**config.mk**
```make
export PLATFORM = sky130hd
export DESIGN_NAME = multi_port_fifo
export DESIGN_NICKNAME = d
export VERILOG_FILES = /design/src/rtl/queue_pkg.sv /design/src/rtl/mpf_prefix_mask.sv /design/src/rtl/multi_port_fifo.sv
export SDC_FILE = /design/constraint.sdc
export NUM_CORES = 1
export LEC_CHECK = 0
export CAP_MARGIN = 30
export CORE_UTILIZATION = 49
export CTS_CLUSTER_DIAMETER = 150
export CTS_CLUSTER_SIZE = 20
export DETAILED_ROUTE_END_ITERATION = 10
export PLACE_DENSITY = 0.68
export SYNTH_ARGS = -nofsm -noshare
export SYNTH_HDL_FRONTEND = slang
export SYNTH_SLANG_ARGS = --single-unit
```
**constraint.sdc**
```tcl
create_clock -name clk -period 12.8 [get_ports clk]
set_input_delay 2.56 -clock clk [delete_from_list [all_inputs] [get_ports clk]]
set_output_delay 2.56 -clock clk [all_outputs]
set_load 0.03 [all_outputs]
```
**src/rtl/queue_pkg.sv**
```systemverilog
// Shared helpers and sizing constants for the multi-port queue.
// Pointer and count widths are derived from the default depth of 8.
package queue_pkg;

    localparam int unsigned DEFAULT_DEPTH = 8;
    localparam int unsigned PTR_W         = $clog2(DEFAULT_DEPTH);
    localparam int unsigned CNT_W         = PTR_W + 1;

    // Length of the leading run of 1s starting at bit 0.
    function automatic int unsigned prefix_count(input logic [31:0] vec);
        int unsigned n;
        n = 0;
        for (int unsigned i = 0; i < 32; i++) begin
            if (vec[i] && (n == i)) begin
                n = n + 1;
            end
        end
        return n;
    endfunction

    // Pointer add modulo depth; depth must be a power of two.
    function automatic logic [31:0] wrap_add(input logic [31:0] ptr, input logic [31:0] n,
                                             input int unsigned depth);
        return (ptr + n) & (depth - 1);
    endfunction

endpackage

```
**src/rtl/mpf_prefix_mask.sv**
```systemverilog
// Accepts the in-order prefix of a request vector, limited by an availability vector.
// Returns the thermometer mask of accepted ports and how many there are.
module mpf_prefix_mask
    import queue_pkg::*;
#(
    parameter int unsigned N = 2
) (
    input  logic [N-1:0]             req_i,
    input  logic [N-1:0]             avail_i,
    output logic [N-1:0]             mask_o,
    output logic [$clog2(N+1)-1:0]   cnt_o
);

    // A port is accepted only if every lower port requests and it is itself available.
    always_comb begin
        logic         run;
        logic [N-1:0] m;
        run = 1'b1;
        m   = '0;
        for (int unsigned i = 0; i < N; i++) begin
            run  = run & req_i[i] & avail_i[i];
            m[i] = run;
        end
        mask_o = m;
        cnt_o  = ($clog2(N+1))'(prefix_count(32'(m)));
    end

endmodule

```
**src/rtl/multi_port_fifo.sv**
```systemverilog
// In-order circular queue: up to PUSH_PORTS writes per cycle, POP_PORTS oldest entries
// exposed in parallel, an in-order prefix of them retired per cycle. No bypass: a pushed
// entry is visible the cycle after it is written.
// Optional feature: define MPF_OCCUPANCY_EN to add the occupancy output port.
module multi_port_fifo
    import queue_pkg::*;
#(
    parameter int unsigned DATA_WIDTH = 32,
    parameter int unsigned DEPTH      = DEFAULT_DEPTH,
    parameter int unsigned PUSH_PORTS = 2,
    parameter int unsigned POP_PORTS  = 2
) (
    input  logic                                  clk,
    input  logic                                  rst,
    input  logic                                  flush,
    input  logic [PUSH_PORTS-1:0]                 push,
    input  logic [PUSH_PORTS-1:0][DATA_WIDTH-1:0] push_data,
    output logic [PUSH_PORTS-1:0]                 ready_out,
    output logic [POP_PORTS-1:0]                  valid_out,
    output logic [POP_PORTS-1:0][DATA_WIDTH-1:0]  data_out,
    input  logic [POP_PORTS-1:0]                  pop
`ifdef MPF_OCCUPANCY_EN
    ,
    output logic [$clog2(DEPTH):0]                occupancy
`endif
);

    localparam int unsigned PtrW     = $clog2(DEPTH);
    localparam int unsigned CntW     = PtrW + 1;
    localparam int unsigned PushCntW = $clog2(PUSH_PORTS + 1);
    localparam int unsigned PopCntW  = $clog2(POP_PORTS + 1);

    logic [PtrW-1:0]       head_q, head_d;
    logic [PtrW-1:0]       tail_q, tail_d;
    logic [CntW-1:0]       count_q, count_d;
    logic [DATA_WIDTH-1:0] mem_q [DEPTH];

    logic [PUSH_PORTS-1:0] push_mask;
    logic [POP_PORTS-1:0]  pop_mask;
    logic [PushCntW-1:0]   npush;
    logic [PopCntW-1:0]    npop;

    // Handshake decode from the registered count only, so freed slots appear next cycle.
    always_comb begin
        ready_out = '0;
        valid_out = '0;
        for (int unsigned i = 0; i < PUSH_PORTS; i++) begin
            ready_out[i] = (DEPTH - 32'(count_q)) > i;
        end
        for (int unsigned i = 0; i < POP_PORTS; i++) begin
            valid_out[i] = 32'(count_q) > i;
        end
    end

    mpf_prefix_mask #(
        .N (PUSH_PORTS)
    ) u_push_mask (
        .req_i   (push),
        .avail_i (ready_out),
        .mask_o  (push_mask),
        .cnt_o   (npush)
    );

    mpf_prefix_mask #(
        .N (POP_PORTS)
    ) u_pop_mask (
        .req_i   (pop),
        .avail_i (valid_out),
        .mask_o  (pop_mask),
        .cnt_o   (npop)
    );

    // Only the count of retired entries matters; the head pointer handles the rest.
    logic unused_pop_mask;
    assign unused_pop_mask = ^pop_mask;

    // Head entries read combinationally from storage; slots past the count are don't-care.
    always_comb begin
        data_out = '0;
        for (int unsigned i = 0; i < POP_PORTS; i++) begin
            data_out[i] = mem_q[PtrW'(wrap_add(32'(head_q), i, DEPTH))];
        end
    end

    // Next pointers and count; flush discards this cycle's pushes and pops.
    always_comb begin
        head_d  = head_q;
        tail_d  = tail_q;
        count_d = count_q;
        if (flush) begin
            head_d  = '0;
            tail_d  = '0;
            count_d = '0;
        end else begin
            head_d  = PtrW'(wrap_add(32'(head_q), 32'(npop), DEPTH));
            tail_d  = PtrW'(wrap_add(32'(tail_q), 32'(npush), DEPTH));
            count_d = count_q + CntW'(npush) - CntW'(npop);
        end
    end

    // Pointer/count registers with synchronous reset taking priority over flush.
    always_ff @(posedge clk) begin
        if (rst) begin
            head_q  <= '0;
            tail_q  <= '0;
            count_q <= '0;
        end else begin
            head_q  <= head_d;
            tail_q  <= tail_d;
            count_q <= count_d;
        end
    end

    // Storage is not reset; accepted pushes land at tail, tail+1, ... in port order.
    always_ff @(posedge clk) begin
        for (int unsigned i = 0; i < PUSH_PORTS; i++) begin
            if (!rst && !flush && push_mask[i]) begin
                mem_q[PtrW'(wrap_add(32'(tail_q), i, DEPTH))] <= push_data[i];
            end
        end
    end

`ifdef MPF_OCCUPANCY_EN
    assign occupancy = count_q;
`else
    // Occupancy stays internal to the count register.
`endif

endmodule

```
==> summary.txt <==
Run status
  – Status: finished, final reports clean

Power and ir drop
  – LEAKAGE: 6.80 nW
  – Max VDD drop: 0.157 mV
  – Power per cell area: 114 nW/µm²
  – Total Power: 2.13 mW

Setup path
  – Critical path capture point type: output pin
  – Launch point of the worst reg-to-reg path: tail_q[0]
  – Critical Path Sink: data_out[32]
  – Startpoint type of the worst setup path: flip-flop
  – Critical Path RT: 10.24 ns
  – Critical path startpoint: head_q[1]
  – RR Endpoint: mem_q[6][20]
  – CP arrival: 4.10 ns
  – Largest fanout on the critical path: 33
  – Reg-to-reg slack, setup: 8.98 ns
  – Worst-case reg-to-reg path depth: 5
  – WS Path Type: flip-flop to output pin

Timing
  – Unrepaired setup endpoints after global routing: false
  – Slew Limit Fails: 0
  – Hold Fails Final Rpt: 0
  – F_max: 0.150 GHz
  – Setup tns final: 0 ns
  – Period Utilization, post-route: 52.0%
  – Hold_ws: 0.683 ns
  – Final setup vio count: 0
  – Worst clock skew: 0.0162 ns
  – Tmin final: 6.66 ns
  – Worst-margin pin slew: 0.970 ns
  – Slew HR: 35.1%

Route
  – Vias per cell: 6.05
  – Via count: 8632
  – Drt drc: 0
  – ANT nets after route: 0
  – Starting DRT DRC Count: 707
  – WL per Instance: 27.0 µm
  – Pre-Repair DR Iteration Count: 5
  – Routed wire length: 38500 µm

Global routing
  – Met1 usage: 30.7%
  – First-pass GRT wire length: 56800 µm
  – Largest net degree at the start of global routing: 57
  – GR Util met3: 2.60%
  – Met2 Use GR: 40.0%
  – Number of global-route vias before repair: 9035
  – Initial antenna violation count: 4
  – GRT overflow: 0
  – Tot GR Track Use: 22.8%
  – Gr busiest metal: met2

Synthesis
  – Yosys cell types: 38
  – Synth area leaders: edfxtp_1 (47%), mux2_4 (21%), mux4_2 (18%), mux2_2 (4.4%), buf_6 (1.8%)
  – Synth Instances: 866
  – Sequential area share after synthesis: 47.9%
  – Syn nets: 952
  – Synth top area share: 46.7%
  – #FFs+latches synth: 266
  – Post-Syn Area per Cell: 19.0 µm²
  – Yosys top cell by area: edfxtp_1
  – Post-Syn Area: 16500 µm²
  – Yosys warning total: 0

Layout
  – Area added between synthesis and finish: 13.8%
  – Area taken by multi-input logic gates: 8200 µm²
  – Post-Layout Inst Area: 18700 µm²
  – Layout cell share with drive strength beyond 1: 49.7%
  – Fill count: 2487
  – Fin nets: 1065
  – FF/Latch Area: 7900 µm²
  – Commonest non-fill, non-tap cell in the layout: edfxtp_1
  – Most frequent cells in the layout: edfxtp_1 (256), mux2_4 (232), clkdlybuf4s50_1 (138), mux4_2 (128), mux2_2 (64)
  – Fin util: 57.2%

Floorplanning
  – Die X-Extent: 185 µm
  – Die area: 34300 µm²
  – I/O pins: 139
  – Initial Util: 50.2%
  – Die height: 185 µm
  – Row cnt: 66
  – Core region area: 32800 µm²

CTS
  – # hold bufs at CTS: 0
  – Total CTS buffers: 17
  – # Post-CTS Setup Buffers: 0
  – Clk sinks: 266
  – CTS tree: yes
  – H-tree levels: 1
  – Clock Path Buffers: 3
  – CTS clk-pin slew, worst paths: 0.09 ns
  – Clock root cell: clkbuf_16
  – Post-CTS Resized: 0
  – Clock Latency Late Sink: 0.50 ns

Worst hold path
  – Worst Hold Class: flip-flop to flip-flop

Place
  – Final RePlAce weighted congestion: 0.716
  – DP Area: 18300 µm²
  – HPWL after DPL: 22700 µm
  – Number of buffers added on ports: 138

Flow run
  – Max cap viols: 0
==> worst min-delay path by stage <==
stage | to | from | depth (start not counted) | slack [ns]
detailed placement | tail_q[2] | tail_q[2] | 2 | 0.66
floorplan | tail_q[0] | tail_q[0] | 2 | 0.58
global route | tail_q[2] | tail_q[2] | 2 | 0.73
CTS | tail_q[2] | tail_q[2] | 2 | 0.68
global placement | tail_q[2] | tail_q[2] | 2 | 0.67
finish | tail_q[2] | tail_q[2] | 2 | 0.68
==> metal layers <==
layer,vias up,share of wire [%]
met5,-,0.078
met4,4,1.2
met3,39,4.4
met2,212,51
met1,4579,43
li1,3798,-
==> sequential cells by signal, indices dropped and copies added, names as in the netlist <==
signal,flops
count_q,4
tail_q,3
head_q,3
mem_q,256
==> synthesized netlist by cell type <==
cell	instances
nor4b_2	1
or2_1	1
fa_1	4
mux2_2	64
nor2_1	10
a211oi_2	1
nand3_1	1
ha_1	11
mux2_1	24
buf_2	20
nor3b_4	1
xor2_1	4
nor3b_2	1
dfxtp_1	10
buf_1	3
and3_1	2
edfxtp_1	256
and2_1	3
nand2b_1	2
a21oi_1	4
and4b_1	1
nand2_1	6
o31ai_1	2
xnor2_2	1
o21ai_1	4
nor3_2	1
nand4_1	2
clkbuf_2	1
nand3_4	8
mux2_4	232
a21o_1	2
buf_6	26
xor2_2	1
xnor2_1	1
mux4_2	128
o21ai_0	2
inv_1	12
clkbuf_1	13
==> logic make-up after synthesis <==
family / share of synthesized area [%]
AO/OA/AOI/OAI: 0.562
AND/OR/NAND/NOR: 2.03
XOR/XNOR: 0.463
buffers and inverters: 3.05
multiplexers: 44.7
flip-flops: 47.9
adder cells (fa/ha/maj): 1.32
==> power by group <==
group          internal [mW]  switching [mW]  leakage, nW
registers              0.967          0.0179         2.39
logic                  0.325           0.287         4.19
clock network          0.247           0.287        0.223
==> through the flow <==
step | setup WS, ns | cells
after floorplan | 6.70 | 866
after global placement | 6.20 | 1398
after detailed placement | 6.58 | 1401
after CTS | 6.02 | 1424
after global routing | 5.89 | 1427
final | 6.14 | 1427
==> layout make-up <==
class	count	area share, %
Antenna cell	2	0.0267
Multi-Input combinational cell	525	43.8
Tap cell	442	2.95
Inverter	12	0.240
Clock inverter	1	0.0868
Sequential cell	266	42.1
Timing Repair Buffer	157	8.40
Clock buffer	22	2.37
==> worst max-delay path: stages, from the launching register on <==
cell             delay (ns)
dfxtp_4                0.71
ha_4                   0.67
buf_4                  0.69
mux4_2                 0.59
mux2_2                 0.32
clkdlybuf4s50_1        0.60
Power figures use the tool's default switching activity.
